===== src/rtl/text_vga_gen.sv =====
// Text-mode VGA adapter: raster counters, one-cell-ahead char/attr/glyph fetch,
// cursor and attribute blink, 16-entry palette onto registered RGB and sync pins.
module text_vga_gen #(
  parameter int          HZV          = 720,
  parameter int          HZF          = 40,
  parameter int          HZS          = 76,
  parameter int          HZB          = 116,
  parameter int          VTV          = 900,
  parameter int          VTF          = 1,
  parameter int          VTS          = 3,
  parameter int          VTB          = 28,
  parameter int          COLS         = 80,
  parameter int          ROWS         = 25,
  parameter int          FONT_H       = 16,
  parameter int          SCALE        = 2,
  parameter int          X_OFF        = 40,
  parameter int          Y_OFF        = 50,
  parameter logic [11:0] BORDER       = 12'h111,
  parameter int          BLINK_FRAMES = 30
) (
  input  logic        clock,
  input  logic        reset_n,
  output logic [3:0]  R,
  output logic [3:0]  G,
  output logic [3:0]  B,
  output logic        HS,
  output logic        VS,
  output logic        frame,
  input  logic [10:0] cursor,
  input  logic        cursor_en,
  input  logic [3:0]  cursor_start,
  input  logic [3:0]  cursor_end,
  input  logic        blink_en,
  input  logic [7:0]  char_data,
  input  logic [7:0]  font_data,
  output logic [11:0] char_address,
  output logic [11:0] font_address
);
  localparam int LINE = HZB + HZV + HZF + HZS;
  localparam int FRM  = VTB + VTV + VTF + VTS;
  localparam int XW   = $clog2(LINE + 1);
  localparam int YW   = $clog2(FRM + 1);
  localparam int CW   = 8 * SCALE;
  localparam int CWB  = (SCALE == 2) ? 4 : 3;
  localparam int SB   = (SCALE == 2) ? 1 : 0;
  localparam int GB   = (FONT_H == 16) ? 4 : 3;
  localparam int BW   = (BLINK_FRAMES > 1) ? $clog2(BLINK_FRAMES) : 1;

  localparam logic [XW-1:0] X_LAST = XW'(LINE - 1);
  localparam logic [XW-1:0] X_VIS0 = XW'(HZB);
  localparam logic [XW-1:0] X_VIS1 = XW'(HZB + HZV);
  localparam logic [XW-1:0] X_HS   = XW'(HZB + HZV + HZF);
  localparam logic [XW-1:0] X_WIN0 = XW'(HZB + X_OFF);
  localparam logic [XW-1:0] X_WIN1 = XW'(HZB + X_OFF + COLS * CW);
  localparam logic [XW-1:0] X_FET0 = XW'(HZB + X_OFF - CW);
  localparam logic [XW-1:0] X_FET1 = XW'(HZB + X_OFF + (COLS - 1) * CW);
  localparam logic [XW-1:0] X_PMSK = XW'(CW - 1);
  localparam logic [YW-1:0] Y_LAST = YW'(FRM - 1);
  localparam logic [YW-1:0] Y_VIS0 = YW'(VTB);
  localparam logic [YW-1:0] Y_VIS1 = YW'(VTB + VTV);
  localparam logic [YW-1:0] Y_VS   = YW'(VTB + VTV + VTF);
  localparam logic [YW-1:0] Y_WIN0 = YW'(VTB + Y_OFF);
  localparam logic [YW-1:0] Y_WIN1 = YW'(VTB + Y_OFF + ROWS * FONT_H * SCALE);
  localparam logic [YW-1:0] Y_GMSK = YW'(FONT_H - 1);
  localparam logic [3:0]    P_LAST = 4'(CW - 1);
  localparam logic [BW-1:0] B_LAST = BW'(BLINK_FRAMES - 1);

  logic [XW-1:0] x_q, x_d, fx_s;
  logic [YW-1:0] y_q, y_d, wy_s, srow_s;
  logic [11:0]   rgb_q, rgb_d, ca_q, ca_d, fa_q, fa_d;
  logic          hs_q, hs_d, vs_q, vs_d, frame_q, frame_d, phase_q, phase_d;
  logic [7:0]    gshadow_q, gshadow_d, ashadow_q, ashadow_d, shift_q, shift_d, attr_q, attr_d;
  logic [BW-1:0] bcnt_q, bcnt_d;
  logic [3:0]    glyph_s, p_s, fg_s, bg_s;
  logic [2:0]    pb_s;
  logic [10:0]   cell_base_s, fc_s, cell_s;
  logic          vis_s, rowwin_s, win_s, fetch_s, frame_s, pix_s, cur_s;

  function automatic logic [11:0] pal(input logic [3:0] idx);
    case (idx)
      4'd0:    return 12'h000;
      4'd1:    return 12'h005;
      4'd2:    return 12'h070;
      4'd3:    return 12'h075;
      4'd4:    return 12'h700;
      4'd5:    return 12'h705;
      4'd6:    return 12'h770;
      4'd7:    return 12'hAAA;
      4'd8:    return 12'h555;
      4'd9:    return 12'h00F;
      4'd10:   return 12'h0F0;
      4'd11:   return 12'h0FF;
      4'd12:   return 12'hF00;
      4'd13:   return 12'hF0F;
      4'd14:   return 12'hFF0;
      4'd15:   return 12'hFFF;
      default: return 12'h000;
    endcase
  endfunction

  // Geometry: fetch column fc runs one cell ahead, so the displayed cell is fc-1.
  always_comb begin
    fx_s        = x_q - X_FET0;
    wy_s        = y_q - Y_WIN0;
    srow_s      = wy_s >> SB;
    glyph_s     = 4'(srow_s & Y_GMSK);
    cell_base_s = 11'(srow_s >> GB) * 11'(COLS);
    fc_s        = 11'(fx_s >> CWB);
    p_s         = 4'(fx_s & X_PMSK);
    pb_s        = 3'(p_s >> SB);
    cell_s      = cell_base_s + fc_s - 11'd1;
    vis_s       = (x_q >= X_VIS0) && (x_q < X_VIS1) && (y_q >= Y_VIS0) && (y_q < Y_VIS1);
    rowwin_s    = (y_q >= Y_WIN0) && (y_q < Y_WIN1);
    win_s       = rowwin_s && (x_q >= X_WIN0) && (x_q < X_WIN1);
    fetch_s     = rowwin_s && (x_q >= X_FET0) && (x_q < X_FET1);
    frame_s     = (y_q == Y_VIS1) && (x_q == {XW{1'b0}});
    pix_s       = shift_q[3'd7 - pb_s];
    cur_s       = cursor_en && phase_q && (cell_s == cursor) &&
                  (cursor_start <= glyph_s) && (glyph_s <= cursor_end);
  end

  // Next state for counters, fetch pipeline and blink timer.
  always_comb begin
    x_d       = x_q;
    y_d       = y_q;
    ca_d      = ca_q;
    fa_d      = fa_q;
    gshadow_d = gshadow_q;
    ashadow_d = ashadow_q;
    shift_d   = shift_q;
    attr_d    = attr_q;
    bcnt_d    = bcnt_q;
    phase_d   = phase_q;
    if (x_q == X_LAST) begin
      x_d = {XW{1'b0}};
      if (y_q == Y_LAST) y_d = {YW{1'b0}};
      else               y_d = y_q + YW'(1);
    end else begin
      x_d = x_q + XW'(1);
    end
    if (fetch_s) begin
      case (p_s)
        4'd0: ca_d = {cell_base_s + fc_s, 1'b0};
        4'd2: begin
          fa_d = {char_data, glyph_s};
          ca_d = {cell_base_s + fc_s, 1'b1};
        end
        4'd4: begin
          gshadow_d = font_data;
          ashadow_d = char_data;
        end
        P_LAST: begin
          shift_d = gshadow_q;
          attr_d  = ashadow_q;
        end
        default: ca_d = ca_q;
      endcase
    end else begin
      ca_d = ca_q;
    end
    if (frame_s) begin
      if (bcnt_q == B_LAST) begin
        bcnt_d  = {BW{1'b0}};
        phase_d = ~phase_q;
      end else begin
        bcnt_d = bcnt_q + BW'(1);
      end
    end else begin
      bcnt_d = bcnt_q;
    end
  end

  // Colour and sync selection for the pixel at the current counter position.
  always_comb begin
    if (blink_en) bg_s = {1'b0, attr_q[6:4]};
    else          bg_s = attr_q[7:4];
    if (blink_en && attr_q[7] && phase_q) fg_s = bg_s;
    else                                  fg_s = attr_q[3:0];
    if (!vis_s)                rgb_d = 12'h000;
    else if (!win_s)           rgb_d = BORDER;
    else if (pix_s || cur_s)   rgb_d = pal(fg_s);
    else                       rgb_d = pal(bg_s);
    hs_d    = (x_q < X_HS);
    vs_d    = (y_q >= Y_VS);
    frame_d = frame_s;
  end

  always_ff @(posedge clock or negedge reset_n) begin
    if (!reset_n) begin
      x_q       <= {XW{1'b0}};
      y_q       <= {YW{1'b0}};
      rgb_q     <= 12'h000;
      hs_q      <= 1'b1;
      vs_q      <= 1'b0;
      frame_q   <= 1'b0;
      ca_q      <= 12'h000;
      fa_q      <= 12'h000;
      gshadow_q <= 8'h00;
      ashadow_q <= 8'h00;
      shift_q   <= 8'h00;
      attr_q    <= 8'h00;
      bcnt_q    <= {BW{1'b0}};
      phase_q   <= 1'b0;
    end else begin
      x_q       <= x_d;
      y_q       <= y_d;
      rgb_q     <= rgb_d;
      hs_q      <= hs_d;
      vs_q      <= vs_d;
      frame_q   <= frame_d;
      ca_q      <= ca_d;
      fa_q      <= fa_d;
      gshadow_q <= gshadow_d;
      ashadow_q <= ashadow_d;
      shift_q   <= shift_d;
      attr_q    <= attr_d;
      bcnt_q    <= bcnt_d;
      phase_q   <= phase_d;
    end
  end

  assign R            = rgb_q[11:8];
  assign G            = rgb_q[7:4];
  assign B            = rgb_q[3:0];
  assign HS           = hs_q;
  assign VS           = vs_q;
  assign frame        = frame_q;
  assign char_address = ca_q;
  assign font_address = fa_q;
endmodule


===== config.mk =====
export PLATFORM = sky130hd
export DESIGN_NAME = text_vga_gen
export DESIGN_NICKNAME = d
export VERILOG_FILES = /design/src/rtl/text_vga_gen.sv
export SDC_FILE = /design/constraint.sdc
export NUM_CORES = 1
export LEC_CHECK = 0
export ABC_AREA = 1
export BUFFER_PORTS_ARGS = -buffer_cell sky130_fd_sc_hd__clkbuf_2
export CAP_MARGIN = 10
export CORE_UTILIZATION = 50
export CTS_BUF_LIST = sky130_fd_sc_hd__clkbuf_16
export DETAILED_ROUTE_END_ITERATION = 10
export PLACE_DENSITY = 0.71
export SYNTH_ARGS = -nofsm -noshare
export SYNTH_HDL_FRONTEND = slang
export SYNTH_SLANG_ARGS = --single-unit
export TNS_END_PERCENT = 10

===== constraint.sdc =====
create_clock -name clock -period 7.6 [get_ports clock]
set_input_delay 0.76 -clock clock [delete_from_list [all_inputs] [get_ports clock]]
set_output_delay 0.76 -clock clock [all_outputs]
set_load 0.02 [all_outputs]

==> impl_metrics.ini, run 1 <==
[global_routing]
track_usage_pct = 23.3
grt_pass1_wl_um = 23100
grt_remaining_overflow = 0
grt_pass1_vias = 4983
antenna_found_initial = 0
grt_max_degree = 68

[routing]
viasPerCell = 5.24
wire_per_inst_um = 14.0
post-route-drc-count = 0
num_vias = 5055
first_pass_iters = 5
drtIter0Drc = 306
ant_nets = 0
wl_um = 13500

[setup_path]
critPathMostFrequentCell = nand2_1
setup.worst_path.end_class = register
timing.rr.start = y_q[3]$_DFFE_PN0N_
cp.required_ns = 7.90
slowest_stage = fa_1
r2r_slack_ns = 3.60
worstRegToRegCells = 28
critical_path.max_stage_delay_ns = 0.52
reg2reg_to = rgb_q[0]$_DFF_PN0_
path_class = register to register
worstPathMaxFanout = 8
cp.arrival_ns = 4.30
cp-start-kind = register

[sta]
worst_clock_skew_ns = 0.00852
timing.fmax_mhz = 250
fin_crit_sh_pct = 52.6
period_minus_slack_ns = 4.00
rsz0062_at_grt = false
setup_viol = 0
tns_ns = 0
slew_headroom_pct = 44.0
hold_viol_final = 0
whs_ns = 0.318
tightestPinTransition_ns = 0.840
maxSlewViolCount = 0

[cells_and_area]
finish.utilization_pct = 58.7
n_antenna_cell = 0
post-route-cell-area_um2 = 6740
syn_to_final_growth_pct = 14.2
drive_above_1_share_pct = 19.7
stdcell_count = 964
fin_nets = 888

[synthesis]
synth_area_um2 = 5900
synth.avg_cell_area_um2 = 7.99
postSynthCellCount = 738
yosysWarnings = 0
yosysSeqAreaShare_pct = 40.8
synth_fp_nets = 810
synthDistinctLibCells = 48
synth_seq_cells = 96

[die]
die-height_um = 111
ios = 78
initial_core_util_pct = 51.4
dieArea_um2 = 12200
rows = 39
die_x_um = 111
core_region_area_um2 = 11500

[clocking]
cts_buffers = 9
cts_sinks = 96
path_clk_slew_ns = 0.07
post_cts.repair.setup_buffers = 0
cts_tree = yes
ctsHtreeMaxLevel = 3
cts_hold_buf = 0
root_buffer = clkbuf_16
clock_latency_ns = 0.36
clock_path_buffers = 2
cts.repair.resized = 0

[placement]
portBuffers = 77
dp.cells = 948
placed_area_um2 = 6400
gp_congestion = 0.872
hpwl_um = 10600

[job]
cap_violations = 0

[power_and_ir_drop]
pwr_density_cell_nw_per_um2 = 156
leakagePower_uw = 0.00354
peakVddDrop_mv = 0.133

[status]
status = finished, final reports clean

[min_path]
worstHoldPathType = primary input to asynchronous set/reset pin
[metal layers]
| layer | wire [um] | GRT usage (%) | vias to the layer above |
|---|---|---|---|
| met2 | 6560 | 39.2 | 124 |
| met5 | 0 | 0 | - |
| met4 | 262 | 9.96 | 0 |
| li1 | - | - | 2561 |
| met1 | 6230 | 30.7 | 2353 |
| met3 | 413 | 2.31 | 17 |
[sequential cells by signal, summed over array words and instances (netlist names), 5 cells and up]
register      count
char_address     12
font_address     12
rgb_q            11
x_q              10
y_q              10
ashadow_q         8
attr_q            8
gshadow_q         8
shift_q           8
bcnt_q            5
[placed cells by master, fill, tap and decap left out, types with 2 or more instances in the layout]
cell type and instances:
nor3b_1 3, a221oi_1 2, a21oi_1 33, nand3_1 38, inv_6 4, dfrtp_1 95, nand3_2 5, nand2_1 174
inv_1 105, clkbuf_2 76, nor4_1 4, o21ai_1 9, nor2_2 5, nand2_2 11, clkbuf_16 9, bufinv_16 2
a31oi_1 9, nor3_1 17, nand4_1 8, inv_2 6, nor2_4 6, nand2_4 6, nor2_1 59, o22ai_1 5
o21bai_1 2, a211oi_1 2, xor2_1 8, mux2_2 18, ha_1 31, fa_1 2, buf_4 2, xnor2_1 2
o21ai_0 44, nand3_4 2
[layout make-up]
type / count / area (um^2)
fill: 1063 / 4730
multi-input combinational: 519 / 3000
sequential: 96 / 2400
inverter: 112 / 423
timing repair buffer: 78 / 395
clock buffer: 9 / 225
tap: 143 / 179
clock inverter: 7 / 106
[synth_stat cells (all sizes together)]
cell type	count	area, um^2
a2111oi	1	8.76
a211oi	2	15.0
a21oi	34	181
a221oi	3	32.5
a22oi	1	7.51
a31o	1	8.76
a31oi	9	56.3
a32oi	1	16.3
and2	1	6.26
buf	11	68.8
dfrtp	95	2380
dfstp	1	26.3
fa	2	40.0
ha	31	388
inv	112	423
mux2	18	203
nand2	191	790
nand3	45	275
nand3b	1	7.51
nand4	9	62.6
nor2	71	340
nor3	17	85.1
nor3b	3	22.5
nor4	4	25.0
o2111ai	1	8.76
o21ai	54	274
o21bai	2	15.0
o22ai	5	31.3
o41ai	1	8.76
or2	1	6.26
xnor2	2	17.5
xor2	8	70.1
[worst max-delay path, delay by kind of cell (launching register included)]
kind            cells  cell delay (ns)
compound gates      1             0.25
flops               1             0.43
fa+ha+maj           3             1.01
buf+inv             6             0.37
simple gates       17             1.65
xor+xnor            1             0.23
[per-stage QoR]
| stage | setup slack (ns) | total power (uW) |
|---|---|---|
| finish | 3.60 | 1050 |
| global route | 3.21 | 1090 |
| CTS | 3.63 | 1070 |
| detailed placement | 3.64 | 556 |
| global placement | 3.81 | 555 |
| floorplan | 4.03 | 531 |
[power by group]
group          total, uW  switching, uW  internal (uW)
combinational       34.1           21.3           12.8
clock                509            214            296
sequential           511              0            511
[worst max-delay path by stage]
| stage | startpoint | to | slack [ns] | depth (start not counted) |
|---|---|---|---|---|
| global placement | y_q[3]$_DFFE_PN0N_ | rgb_q[5]$_DFF_PN0_ | 3.81 | 27 |
| global route | y_q[3]$_DFFE_PN0N_ | rgb_q[0]$_DFF_PN0_ | 3.21 | 28 |
| CTS | y_q[3]$_DFFE_PN0N_ | rgb_q[0]$_DFF_PN0_ | 3.63 | 28 |
| floorplan | y_q[3]$_DFFE_PN0N_ | rgb_q[5]$_DFF_PN0_ | 4.03 | 27 |
| finish | y_q[3]$_DFFE_PN0N_ | rgb_q[0]$_DFF_PN0_ | 3.60 | 28 |
| detailed placement | y_q[3]$_DFFE_PN0N_ | rgb_q[0]$_DFF_PN0_ | 3.64 | 28 |
[cells by family (layout without fill, tap and decap cells)]
group / after synthesis / in the layout / share of synthesized area, %
compound gates: 115 / 115 / 11.3
flops: 96 / 96 / 40.8
mux: 18 / 18 / 3.44
buf+inv: 123 / 206 / 8.34
fa+ha+maj: 33 / 33 / 7.25
simple gates: 343 / 343 / 27.5
xor+xnor: 10 / 10 / 1.49
Power figures use the tool's default switching activity.
==> run 2: changes to the inputs <==
==> constraint.sdc (replaced) <==
create_clock -name clock -period 4 [get_ports clock]
set_input_delay 0.4 -clock clock [delete_from_list [all_inputs] [get_ports clock]]
set_output_delay 0.4 -clock clock [all_outputs]
set_load 0.02 [all_outputs]
==> impl_metrics.ini, run 2 (synthesis results as in run 1) <==
[setup_path]
reg2reg_to = rgb_q[4]$_DFF_PN0_
slowest_stage = fa_1
setup.worst_path.end_class = register
cp.required_ns = 4.29
worstRegToRegCells = 28
timing.rr.start = y_q[3]$_DFFE_PN0N_
path_class = register to register
r2r_slack_ns = 0.10
critical_path.max_stage_delay_ns = 0.58
worstPathMaxFanout = 8
cp-start-kind = register
cp.arrival_ns = 4.19

[global_routing]
grt_remaining_overflow = 0
grt_pass1_vias = 5029
grt_max_degree = 72
grt_pass1_wl_um = 23400
track_usage_pct = 23.9
antenna_found_initial = 0

[cells_and_area]
syn_to_final_growth_pct = 17.5
fin_nets = 900
multi_input_area_um2 = 3140
drive_above_1_share_pct = 23.8
final_common_cell = nand2_1
final_cell_mix = nand2_1, inv_1, dfrtp_1
n_antenna_cell = 0
fill_cells = 1050
register_area_um2 = 2400

[clocking]
root_buffer = clkbuf_16
ctsHtreeMaxLevel = 3
cts_sinks = 96
cts_hold_buf = 0
cts_tree = yes
path_clk_slew_ns = 0.07
clock_latency_ns = 0.35
cts_buffers = 9
clock_path_buffers = 2

[sta]
tns_ns = 0
fin_crit_sh_pct = 97.5
maxSlewViolCount = 0
tightestPinTransition_ns = 0.906
rsz0062_at_grt = true
hold_viol_final = 0
worst_clock_skew_ns = 0.00748
slew_headroom_pct = 39.6
fin_ws_ns = 0.102
period_minus_slack_ns = 3.90
timing.fmax_mhz = 257
setup_viol = 0

[routing]
num_vias = 5187
viasPerCell = 5.31
wire_per_inst_um = 14.5
ant_nets = 0
first_pass_iters = 6
post-route-drc-count = 0
drtIter0Drc = 332
wl_um = 14100

[status]
status = finished, final reports clean

[placement]
dp_slack_ns = 0.0255
gp_congestion = 0.884
portBuffers = 77
hpwl_um = 10600

[die]
core_region_area_um2 = 11500
rows = 39
initial_core_util_pct = 51.4
dieArea_um2 = 12200
die_x_um = 111
ios = 78
die-height_um = 111

[min_path]
worstHoldPathType = primary input to asynchronous set/reset pin

[power_and_ir_drop]
leakagePower_uw = 0.00362
pwr_density_cell_nw_per_um2 = 274
peakVddDrop_mv = 0.272

[job]
cap_violations = 0
run 2: cell types whose count changed in the layout (fill, tap and decap cells not counted), moves of 4 or more:
cell	previous run	this run
buf_4	2	14
nand2_1	174	168
inv_2	6	10
inv_6	4	0
nand3_1	38	34
nand3_2	5	9
nor2_1	59	55
run 2: repair_timing:
| item | CTS | global route |
|---|---|---|
| hold endpoints to repair | 0 | 0 |
| pin swaps | 0 | 15 |
| setup endpoints to repair | 1 | 11 |
| gates resized for setup | 1 | 34 |
| setup buffers | 0 | 9 |
run 2: per-stage QoR:
step | area, um^2 | total power [uW] | util, % | cells | hold WS, ns
2_1_floorplan | 5900 | 1010 | - | 738 | 0.104
3_3_place_gp | 6430 | 1050 | 56.0 | 951 | 0.455
3_5_place_dp | 6430 | 1060 | 56.0 | 951 | 0.464
4_1_cts | 6730 | 1920 | 58.7 | 967 | 0.201
5_1_grt | 6930 | 1970 | 60.4 | 976 | 0.250
6_report | 6930 | 1900 | 60.4 | 976 | 0.162
run 2: final cells by class:
| cell class | instances | area share (%) |
|---|---|---|
| clock buffer | 9 | 3.25 |
| clock inverter | 7 | 1.05 |
| inverter | 112 | 6.17 |
| multi-input combinational | 519 | 45.3 |
| sequential | 96 | 34.7 |
| tap | 143 | 2.58 |
| timing repair buffer | 90 | 7.00 |
run 2: routing by layer:
layer  routed length (um)  part of all wire [%]  global-route usage (%)
met3                  563                   4.0                    4.83
met1                 6120                    43                    30.1
met4                  297                   2.1                    8.62
met2                 7130                    51                    40.7
met5                    0                     0                       0
run 2: worst max-delay path, delay by kind of cell (launching register included):
| kind | cells | cell delay [ns] |
|---|---|---|
| flip-flops | 1 | 0.43 |
| adder cells (fa/ha/maj) | 3 | 1.07 |
| buffers and inverters | 4 | 0.25 |
| XOR/XNOR | 1 | 0.18 |
| AND/OR/NAND/NOR | 19 | 1.67 |
| AO/OA/AOI/OAI | 1 | 0.20 |
run 2: how the worst max path moves through the flow:
stage / from / end / depth (start not counted)
2_1_floorplan: y_q[3]$_DFFE_PN0N_ / rgb_q[5]$_DFF_PN0_ / 27
3_3_place_gp: y_q[3]$_DFFE_PN0N_ / rgb_q[5]$_DFF_PN0_ / 27
6_report: y_q[3]$_DFFE_PN0N_ / rgb_q[4]$_DFF_PN0_ / 28
4_1_cts: y_q[3]$_DFFE_PN0N_ / rgb_q[4]$_DFF_PN0_ / 28
3_5_place_dp: y_q[3]$_DFFE_PN0N_ / rgb_q[4]$_DFF_PN0_ / 28
5_1_grt: y_q[2]$_DFFE_PN0N_ / rgb_q[4]$_DFF_PN0_ / 28
run 2: power breakdown:
| group | leakage (uW) | switching (uW) | internal, uW | total, uW |
|---|---|---|---|---|
| registers | 0.00127 | 0 | 970 | 970 |
| logic | 0.00220 | 41.2 | 24.0 | 65.2 |
| clock network | 0.000152 | 377 | 487 | 863 |
